[src/rtl/prio_enc_q.sv]
// ---------------------------------------------------------------------------
// prio_enc_q -- registered N-input priority encoder with request queueing.
//
// Incoming request bits are merged into a pending vector so that no request
// is lost while a granted result waits on the consumer. Each grant is
// presented through a valid/ready handshake with a fully registered output.
//
// Policy:
//   - Fixed priority: the highest set index of (pend | req) wins.
//   - Round-robin: compiled in only when the macro PRIO_ENC_RR_EN is
//     defined. The search starts just below the last granted index and
//     wraps. Without the macro the mode port is accepted but ignored.
//
// Parameters:
//   N  number of request inputs (>= 2)
//   W  width of the encoded index, $clog2(N)
//
// Ports:
//   clk         in   rising-edge clock
//   rst_n       in   asynchronous active-low reset
//   req         in   [N-1:0] request bits, sampled every edge
//   mode        in   0 = fixed priority, 1 = round-robin (if compiled in)
//   out_ready   in   consumer accepts the presented result
//   out_valid   out  out_idx / out_onehot hold a valid result
//   out_idx     out  [W-1:0] index of the granted request
//   out_onehot  out  [N-1:0] one-hot form of out_idx
//   pend        out  [N-1:0] latched requests not yet granted
//   ovf         out  sticky: a request hit a bit that was already pending
// ---------------------------------------------------------------------------
module prio_enc_q #(
  parameter int N = 8,
  parameter int W = $clog2(N)
) (
  input  logic         clk,
  input  logic         rst_n,
  input  logic [N-1:0] req,
  input  logic         mode,
  input  logic         out_ready,
  output logic         out_valid,
  output logic [W-1:0] out_idx,
  output logic [N-1:0] out_onehot,
  output logic [N-1:0] pend,
  output logic         ovf
);

  // -------------------------------------------------------------------------
  // State
  // -------------------------------------------------------------------------
  logic         out_valid_q, out_valid_d;
  logic [W-1:0] out_idx_q,   out_idx_d;
  logic [N-1:0] out_onehot_q, out_onehot_d;
  logic [N-1:0] pend_q,      pend_d;
  logic         ovf_q,       ovf_d;

  // -------------------------------------------------------------------------
  // Candidate set and load condition
  // -------------------------------------------------------------------------
  logic [N-1:0] cand;
  logic         cand_any;
  logic         slot_free;
  logic         load;

  assign cand      = pend_q | req;
  assign cand_any  = |cand;
  // The output slot can take a new result when it is empty or being drained
  // this very edge, which gives back-to-back grants with no bubble.
  assign slot_free = !out_valid_q || out_ready;
  assign load      = slot_free && cand_any;

  // -------------------------------------------------------------------------
  // Fixed-priority selection: ascending scan, so the highest set bit is the
  // last one written and wins.
  // -------------------------------------------------------------------------
  logic [W-1:0] fix_sel;

  always_comb begin
    fix_sel = '0;
    for (int i = 0; i < N; i++) begin
      if (cand[i]) begin
        fix_sel = W'(i);
      end
    end
  end

  // -------------------------------------------------------------------------
  // Final selection (optionally round-robin)
  // -------------------------------------------------------------------------
  logic [W-1:0] sel;

`ifdef PRIO_ENC_RR_EN
  logic [W-1:0] ptr_q, ptr_d;
  logic [W-1:0] rr_sel;
  int           rr_best;
  int           rr_dist;

  // Each index gets a search distance from ptr: ptr-1 is distance 1, the
  // search runs downward and wraps, and ptr itself is checked last
  // (distance N). The set candidate with the smallest distance wins.
  always_comb begin
    rr_sel  = '0;
    rr_best = N + 1;
    rr_dist = 0;
    for (int i = 0; i < N; i++) begin
      rr_dist = int'(ptr_q) - i;
      if (rr_dist <= 0) begin
        rr_dist = rr_dist + N;
      end
      if (cand[i] && (rr_dist < rr_best)) begin
        rr_best = rr_dist;
        rr_sel  = W'(i);
      end
    end
  end

  assign sel = mode ? rr_sel : fix_sel;

  // The pointer follows every grant regardless of mode, so switching to
  // round-robin resumes just below the most recent grant.
  always_comb begin
    ptr_d = ptr_q;
    if (load) begin
      ptr_d = sel;
    end
  end

  always_ff @(posedge clk or negedge rst_n) begin
    if (!rst_n) begin
      ptr_q <= '0;
    end else begin
      ptr_q <= ptr_d;
    end
  end
`else
  // Fixed priority only; mode is accepted on the port but has no effect.
  logic unused_mode;
  assign unused_mode = mode;
  assign sel         = fix_sel;
`endif

  // -------------------------------------------------------------------------
  // One-hot decode of the selected index
  // -------------------------------------------------------------------------
  logic [N-1:0] sel_onehot;

  generate
    for (genvar gi = 0; gi < N; gi++) begin : g_onehot
      assign sel_onehot[gi] = (sel == W'(gi));
    end
  endgenerate

  // -------------------------------------------------------------------------
  // Next-state logic
  // -------------------------------------------------------------------------
  always_comb begin
    out_valid_d  = out_valid_q;
    out_idx_d    = out_idx_q;
    out_onehot_d = out_onehot_q;
    pend_d       = cand;
    // A request landing on a bit that is already latched cannot be counted
    // twice; flag it and keep the flag until reset.
    ovf_d        = ovf_q || ((req & pend_q) != '0);

    if (load) begin
      out_valid_d  = 1'b1;
      out_idx_d    = sel;
      out_onehot_d = sel_onehot;
      // The granted bit is consumed even when it arrived on req this edge.
      pend_d       = cand & ~sel_onehot;
    end else if (out_valid_q && out_ready) begin
      // Drained with nothing left to present; index/one-hot keep last value.
      out_valid_d = 1'b0;
    end
  end

  // -------------------------------------------------------------------------
  // Registers
  // -------------------------------------------------------------------------
  always_ff @(posedge clk or negedge rst_n) begin
    if (!rst_n) begin
      out_valid_q  <= 1'b0;
      out_idx_q    <= '0;
      out_onehot_q <= '0;
      pend_q       <= '0;
      ovf_q        <= 1'b0;
    end else begin
      out_valid_q  <= out_valid_d;
      out_idx_q    <= out_idx_d;
      out_onehot_q <= out_onehot_d;
      pend_q       <= pend_d;
      ovf_q        <= ovf_d;
    end
  end

  // -------------------------------------------------------------------------
  // Outputs
  // -------------------------------------------------------------------------
  assign out_valid  = out_valid_q;
  assign out_idx    = out_idx_q;
  assign out_onehot = out_onehot_q;
  assign pend       = pend_q;
  assign ovf        = ovf_q;

endmodule

[config.mk]
export PLATFORM = sky130hd
export DESIGN_NAME = prio_enc_q
export DESIGN_NICKNAME = d
export VERILOG_FILES = /design/src/rtl/prio_enc_q.sv
export SDC_FILE = /design/constraint.sdc
export NUM_CORES = 1
export LEC_CHECK = 0
export BUFFER_PORTS_ARGS = -buffer_cell sky130_fd_sc_hd__buf_2
export CAP_MARGIN = 20
export CORE_MARGIN = 2
export CORE_UTILIZATION = 37
export DETAILED_ROUTE_END_ITERATION = 8
export SLEW_MARGIN = 20
export SYNTH_ARGS = -nofsm -noshare
export SYNTH_HDL_FRONTEND = slang
export SYNTH_SLANG_ARGS = --single-unit
[constraint.sdc]
create_clock -name clk -period 1.8 [get_ports clk]
set_clock_uncertainty 0.05 [all_clocks]
set_input_delay 0 -clock clk [delete_from_list [all_inputs] [get_ports clk]]
set_output_delay 0 -clock clk [all_outputs]
set_load 0.05 [all_outputs]
## Yosys cells after proc, flatten, opt, wreduce, memory -nomap -nowiden

Cells that the tools add are included.

| operators by class | value |
|---|---|
| bitwise gates (word level) | 4 |
| mux-type cells | 10 |
| equality and inequality tests | 7 |
| reduce and logical (&&, ||, !) cells | 9 |

Operator list:

| operator | number |
|---|---|
| $and A8 B8 Y8 | 2 |
| $mux W3 | 5 |
| $eq A3 B3 Y1 const B | 4 |
| $mux W8 | 1 |
| $not A8 Y8 | 1 |
| $or A8 B8 Y8 | 1 |
| $reduce_bool A8 Y1 | 1 |
| $reduce_or A8 Y1 | 1 |
| $eq A3 B2 Y1 const B | 2 |
| $eq A3 B1 Y1 const B | 1 |
| $logic_not A3 Y1 | 1 |
| $mux W1 | 3 |
| $logic_and A1 B1 Y1 | 2 |
| $logic_or A1 B1 Y1 | 2 |
| $mux W2 | 1 |
| $reduce_bool A2 Y1 | 1 |
| $logic_not A1 Y1 | 1 |

| storage, ports and cells | value |
|---|---|
| bits of input ports | 12 |
| logic and storage cells | 35 |
| output and inout bits | 21 |
| bits in registers | 21 |

## Logic depth before layout (Yosys ltp)

Gate-level depths: netlist (run 1).

| depth | value |
|---|---|
| depth in word-level cells | 12 |
| mapped depth | 6 |
| gate-level depth less buffers | 4 |

## Worst setup path after synthesis (run 1)

Ideal clock, no wire load.

| timing path | value |
|---|---|
| kind | register -> register |
| start | register pend_q[1] (netlist: pend[1]) |
| end | register out_onehot_q[5] (netlist: out_onehot[5]) |
| path slack | -0.350 ns |
| clock period less this slack | 2.150 ns |
| data arrival time | 2.004 ns |
| buffers on the path | 1 |
| cell stages (with the launch flop) | 6 |
| setup time | 0.096 ns |
| required time | 1.654 ns |
| cells stage by stage | dfrtp_1 -> or4_2 -> o41ai_4 -> buf_6 -> nand2_1 -> o31ai_1 |

| on the way | value |
|---|---|
| cells in the longest elaborated chain, start to end | 9 |
| elaborated cells on any way between the ends | 11 |
| those cells by class | eq/ne: 1; mux: 7; bitwise: 1; reduce/logical: 2 |

Ends and longest elaborated chain:

| what | line | text |
|---|---|---|
| from (decl) | 52 | `logic [N-1:0] pend_q, pend_d;` |
| from (signal assigned) | 189 | `pend_q <= pend_d;` |
| $or A8 B8 Y8 * | 63 | `assign cand = pend_q \| req;` |
| $mux W1 | 79 | `if (cand[i]) begin` |
| $mux W2 | 79 |  |
| $mux W3 (5 in series) | 79 |  |
| $eq A3 B3 Y1 | 147 | `assign sel_onehot[gi] = (sel == W'(gi));` |
| to (signal assigned) | 188 | `out_onehot_q <= out_onehot_d;` |
| to (decl) | 51 | `logic [N-1:0] out_onehot_q, out_onehot_d;` |

Every way passes the cells marked *; elsewhere a longest branch is shown, timed or not.
A chain may end at the register's enable or synchronous reset.

## Worst setup path after layout (run 1)

| timing path | value |
|---|---|
| start | register pend_q[4] (netlist: pend[4]) |
| end | register out_onehot_q[5] (netlist: out_onehot[5]) |

| on the way | value |
|---|---|
| cells in the longest elaborated chain, start to end | 6 |
| elaborated cells on any way between the ends | 8 |
| those cells by class | eq/ne: 1; mux: 4; bitwise: 1; reduce/logical: 2 |

Ends and longest elaborated chain:

| what | line |
|---|---|
| $or A8 B8 Y8 * | 63 |
| $mux W3 (4 in series) | 79 |
| $eq A3 B3 Y1 | 147 |

Marked as above.

==> results_dict.tcl, run 1 <==
set metrics [dict create \
    multi_input_area_sq_um 419 \
    min_path_type "primary input to flop" \
    pre_cts_ws_ns -0.0776 \
    grtUsageTotal 0.190 \
    powerDensity_nw_per_um2 650 \
    crit_path_max_fanout 6 \
    final_nets 161 \
    r2r_end "out_onehot[5]" \
    hold_path_depth 4 \
    fp.coreArea_sq_um 2430 \
    synth_edf_count 0 \
    grt_max_degree 22 \
    cpLargestDelayFamily "simple AND/OR/NAND/NOR gates" \
    vias 926 \
    max-cap-violations 0 \
    die_area_sq_um 2910 \
    postLayoutCellArea_sq_um 1410 \
    setup-tns-final_ns -0.00873 \
    totalWireLength_mm 2.52 \
    fmax_mhz 553 \
    path_clk_slew_ns 0.12 \
    vias_per_cell 5.20 \
    fin_hold_ws_ns 0.0464 \
    io_pins 33 \
    crit_arrival_ns 1.99 \
    initial_utilization 0.380 \
    ir_drop_mv 0.464 \
    r2r_slack_ns -0.009 \
    reg2reg_depth 5 \
    syn_nets 99 \
    cts_tree "done" \
    place_congestion 0.808 \
    yosysWarnings 0 \
    finalWorstSetupSlack_ns -0.00873 \
    avgRoutedWirePerCell_microns 14.1 \
    async_flop_share 1.00 \
    critPathLaunchType "flop" \
    die_w_microns 54.0 \
    final_cell_mix "buf_2, buf_4, dfrtp_1" \
    drt_iter0_drc 13 \
    r2r_start "pend[4]" \
    antenna_found_initial 0 \
    clk-insertion-delay-late_ns 0.32 \
    drive_gt1_frac 0.520 \
    synth-seq-cells 21 \
    fin_crit_sh 1.00 \
    regArea_sq_um 536 \
    grt.overflow.total 0 \
    htree_levels 1 \
    hold_end "pend[7]" \
    crit_buf_inv 1 \
    portBuffers 31 \
    cpMaxStageDelayCell "or4_4" \
    violations "setup timing" \
    yosysUniqueCellTypes 27 \
    netlist_instances 87 \
    cts_sinks 21 \
    total_power_w 0.000918 \
    crit_path_end_kind "flop" \
    diodes 0 \
    row_count 18 \
    grt_pass1_vias 876 \
    slowest_delay_ns 0.52 \
    place_area_sq_um 1250 \
    hold_violations 0 \
    grt_pass1_wl_mm 3.86 \
    ys_seq_area_frac 0.568 \
    clockRootBuffer "clkbuf_4" \
    antenna_left 0 \
    cts_buffer_depth 2 \
    dp.final_hpwl_mm 1.86 \
    syn_area_per_cell_sq_um 10.6 \
    synth_area_sq_um 925 \
    status "complete, but fails checks" \
    area_delta_synth_final_pct 52.8 \
    fillers 232 \
    period_minus_slack_ns 1.81 \
    ys.flop_type "dfrtp_1" \
    min_from "req[7]" \
    worst_ep_required_time_ns 1.98 \
    cts_buffers 3 \
    fp.dieH_microns 54.0 \
    drt_first_pass_iters 4 \
    drc 0 \
    maxSlewHeadroom 0.683 \
    finalSetupViolations 1 \
    crit_chain "or4_4 -> o41ai_4 -> buf_4 -> nand2_1 -> o31ai_2" \
    worst_slew_pin_slew_ns 0.475 \
    p_leak_nw 0.616 \
    slew_viol_final 0 \
    critical_path_class "flop to flop" \
    grt_setup_unrepaired "yes" \
    final_common_cell "buf_2" \
]
through the flow:
stage | cells | util
6_report | 178 | 0.581
5_1_grt | 178 | 0.581
4_1_cts | 177 | 0.565
3_5_place_dp | 164 | 0.512
3_3_place_gp | 164 | 0.512
2_1_floorplan | 87 | -
logic make-up (layout without fill, tap and decap cells):
group                  after synthesis  after routing  share of synthesized area
buffers and inverters                4             65                     0.0257
DFF                                 21             21                      0.568
AOI/OAI and AO/OA                   28             28                      0.226
and+or+nand+nor                     34             34                      0.180
worst min-delay path, cell delays in order:
cell and delay (ns):
buf_2 0.10, nor2_1 0.06, buf_4 0.14, nor2_1 0.08
final cells by class:
class,count,area share
clock buffer,3,0.0159
clock inverter,1,0.00354
inverter,2,0.00531
multi-input combinational,62,0.297
sequential,21,0.379
tap,30,0.0266
timing repair buffer,59,0.273
cell usage after synthesis, drive strengths merged, types with 2 or more instances:
cell type,n,share of area
a21oi,6,0.032
a31oi,2,0.014
a32o,2,0.022
buf,2,0.018
dfrtp,21,0.57
inv,2,0.0081
nand2,11,0.045
nand3,2,0.011
nor2,11,0.045
o21ai,7,0.038
o31ai,4,0.032
or4,4,0.034
power by group:
part,switching (W),internal [W],total [W]
logic,0.000121,0.0000629,0.000184
registers,0.00000957,0.000488,0.000498
clock network,0.000153,0.0000832,0.000236
state kept, by name (all words and copies together) (netlist names):
register / count
out_valid: 1
ovf: 1
out_onehot: 8
pend: 8
out_idx: 3
per-layer routing:
layer  vias to the layer above  wire length [microns]  GRT usage
li1                        443                      -          -
met1                       442                   1060      0.226
met2                        34                   1240      0.321
met3                         7                    154     0.0611
met4                         0                     58     0.0667
met5                         -                      0          0
how the worst max path moves through the flow:
stage	from	end	cells after the start
2_1_floorplan	pend[7]	out_onehot[3]	6
3_3_place_gp	pend[4]	pend[0]	6
3_5_place_dp	pend[4]	pend[0]	6
4_1_cts	pend[6]	out_onehot[5]	5
5_1_grt	pend[4]	out_onehot[5]	5
6_report	pend[4]	out_onehot[5]	5
repair_timing:
action / in CTS / in global routing
pin swaps: 6 / 4
hold buffers: 8 / 0
setup buffers: 1 / 1
endpoints found under the hold margin: 29 / 0
setup endpoints to repair: 14 / 15
gates resized for setup: 6 / 11
Note: power is estimated with default switching activity, not from simulation.
==> run 2: changes to the inputs <==
--- a/config.mk
+++ b/config.mk
@@ -7,7 +7,7 @@
 export LEC_CHECK = 0
 export BUFFER_PORTS_ARGS = -buffer_cell sky130_fd_sc_hd__buf_2
 export CAP_MARGIN = 20
-export CORE_MARGIN = 2
+export CORE_MARGIN = 3
 export CORE_UTILIZATION = 37
 export DETAILED_ROUTE_END_ITERATION = 8
 export SLEW_MARGIN = 20
==> run 2 against run 1 <==
The run now ends clean. Core utilization grew 1.7 points. Die area up 7.5%. Via count fell by 2.4%. Non-clock buffer count down 4. Maximum frequency rose by 2.5%. Final cell count shrank 3.4%. Register-to-register slack better by 0.04 ns. Sequential power barely moved. Global-route usage decreased by 3.1 points. First-iteration DRC count down 15%. Critical path depth stayed put. Largest cell class unchanged. Largest power group unchanged. Highest routed layer unchanged.
==> results_dict.tcl, run 2 (synthesis gave the netlist of run 1 again) <==
set metrics [dict create \
    clockRootBuffer "clkbuf_4" \
    antenna_found_initial 0 \
    diodes 0 \
    crit_path_end_kind "flop" \
    slew_viol_final 0 \
    critPathLaunchType "flop" \
    final_cell_mix "buf_2, buf_4, dfrtp_1" \
    setup-tns-final_ns 0 \
    antenna_left 0 \
    hold_violations 0 \
    worst_slew_pin_slew_ns 0.459 \
    drt_iter0_drc 11 \
    finalSetupViolations 0 \
    min_path_type "primary input to flop" \
    drive_gt1_frac 0.493 \
    grt.overflow.total 0 \
    place_congestion 0.793 \
    io_pins 33 \
    vias_per_cell 5.26 \
    row_count 17 \
    initial_utilization 0.403 \
    htree_levels 1 \
    die_w_microns 56.0 \
    grt_max_degree 22 \
    critical_path_class "flop to flop" \
    vias 904 \
    die_area_sq_um 3130 \
    drt_first_pass_iters 4 \
    fin_crit_sh 0.980 \
    powerDensity_nw_per_um2 654 \
    cts_setup_buffers 0 \
    cts_buffer_depth 2 \
    status "finished, final reports clean" \
    cts_sinks 21 \
    dp.final_hpwl_mm 1.84 \
    dpl.cell_count 161 \
    maxSlewHeadroom 0.694 \
    place_area_sq_um 1240 \
    hold_path_depth 3 \
    path_clk_slew_ns 0.11 \
    fin_hold_ws_ns 0.00724 \
    p_leak_nw 0.598 \
    period_minus_slack_ns 1.76 \
    totalWireLength_mm 2.34 \
    final_common_cell "buf_2" \
    grt_setup_unrepaired "yes" \
    cts_tree "done" \
    crit_path_max_fanout 6 \
    postLayoutCellArea_sq_um 1370 \
    reg2reg_depth 5 \
    grt_pass1_wl_mm 4.00 \
    total_power_w 0.000897 \
    avgRoutedWirePerCell_microns 13.6 \
    grtUsageTotal 0.159 \
    fp.coreArea_sq_um 2300 \
    clk-insertion-delay-late_ns 0.30 \
    max-cap-violations 0 \
    crit_arrival_ns 1.93 \
    fp.dieH_microns 56.0 \
    ir_drop_mv 0.444 \
    area_delta_synth_final_pct 48.4 \
    fin_cells 172 \
    portBuffers 31 \
    worst_ep_required_time_ns 1.96 \
    final_nets 157 \
    grt_pass1_vias 920 \
    cts_buffers 3 \
    drc 0 \
    fmax_mhz 567 \
]
-- run 2: changes by cell type in the layout (fill, tap and decap cells not counted) --
cell      change
clkinv_2      -1
and3_4        -1
a31oi_1       +1
a31oi_2       -1
and3_1        +1
buf_4         -3
clkbuf_1      +1
nand2_1       -1
nand2_2       +1
buf_2         -1
-- run 2: worst max-delay path, stage by stage (launching register included) --
cell and delay, ns:
dfrtp_2 0.42, or4_4 0.52, o41ai_4 0.39, buf_4 0.20, nand2_1 0.06, o31ai_1 0.06
-- run 2: metal layers --
layer	vias to the layer above	wire (microns)	GRT usage	part of all wire
li1	441	-	-	-
met1	427	1020	0.203	0.43
met2	32	1180	0.265	0.50
met3	4	129	0.0255	0.055
met4	0	19	0.0678	0.0081
met5	-	0	0	0
-- run 2: final timing paths --
check,to,start,slack (ns)
max,out_onehot[3],pend[5],0.04
min,out_onehot[5],req[7],0.007
max reg2reg,out_onehot[3],pend[5],0.04
min reg2reg,ovf,ovf,0.44
max in group asynchronous,pend[4],rst_n,1.24
min in group asynchronous,out_onehot[7],rst_n,0.12
-- run 2: repair_timing --
action                                  in CTS  in global routing
pin swaps                                    2                  7
resized for setup                            4                 12
hold endpoints to repair                    30                  0
endpoints found under the setup margin      11                 10
hold buffers                                 8                  0
-- run 2: final cells by class --
cell class	count	area [sq um]
inverter	2	7.51
clock buffer	4	26.3
fill	197	925
tap	28	35.0
multi-input combinational	62	410
sequential	21	536
timing repair buffer	55	358
-- run 2: report_power, final --
group | internal [W] | switching [W]
registers | 0.000488 | 0.00000898
logic | 0.0000604 | 0.000118
clock network | 0.0000862 | 0.000136
-- run 2: metrics by stage --
stage                      util  setup WS (ns)
after floorplan               -         -0.197
after global placement    0.538        -0.0248
after detailed placement  0.538        -0.0627
after CTS                 0.590        0.00530
after global routing      0.597        -0.0283
final                     0.597         0.0354
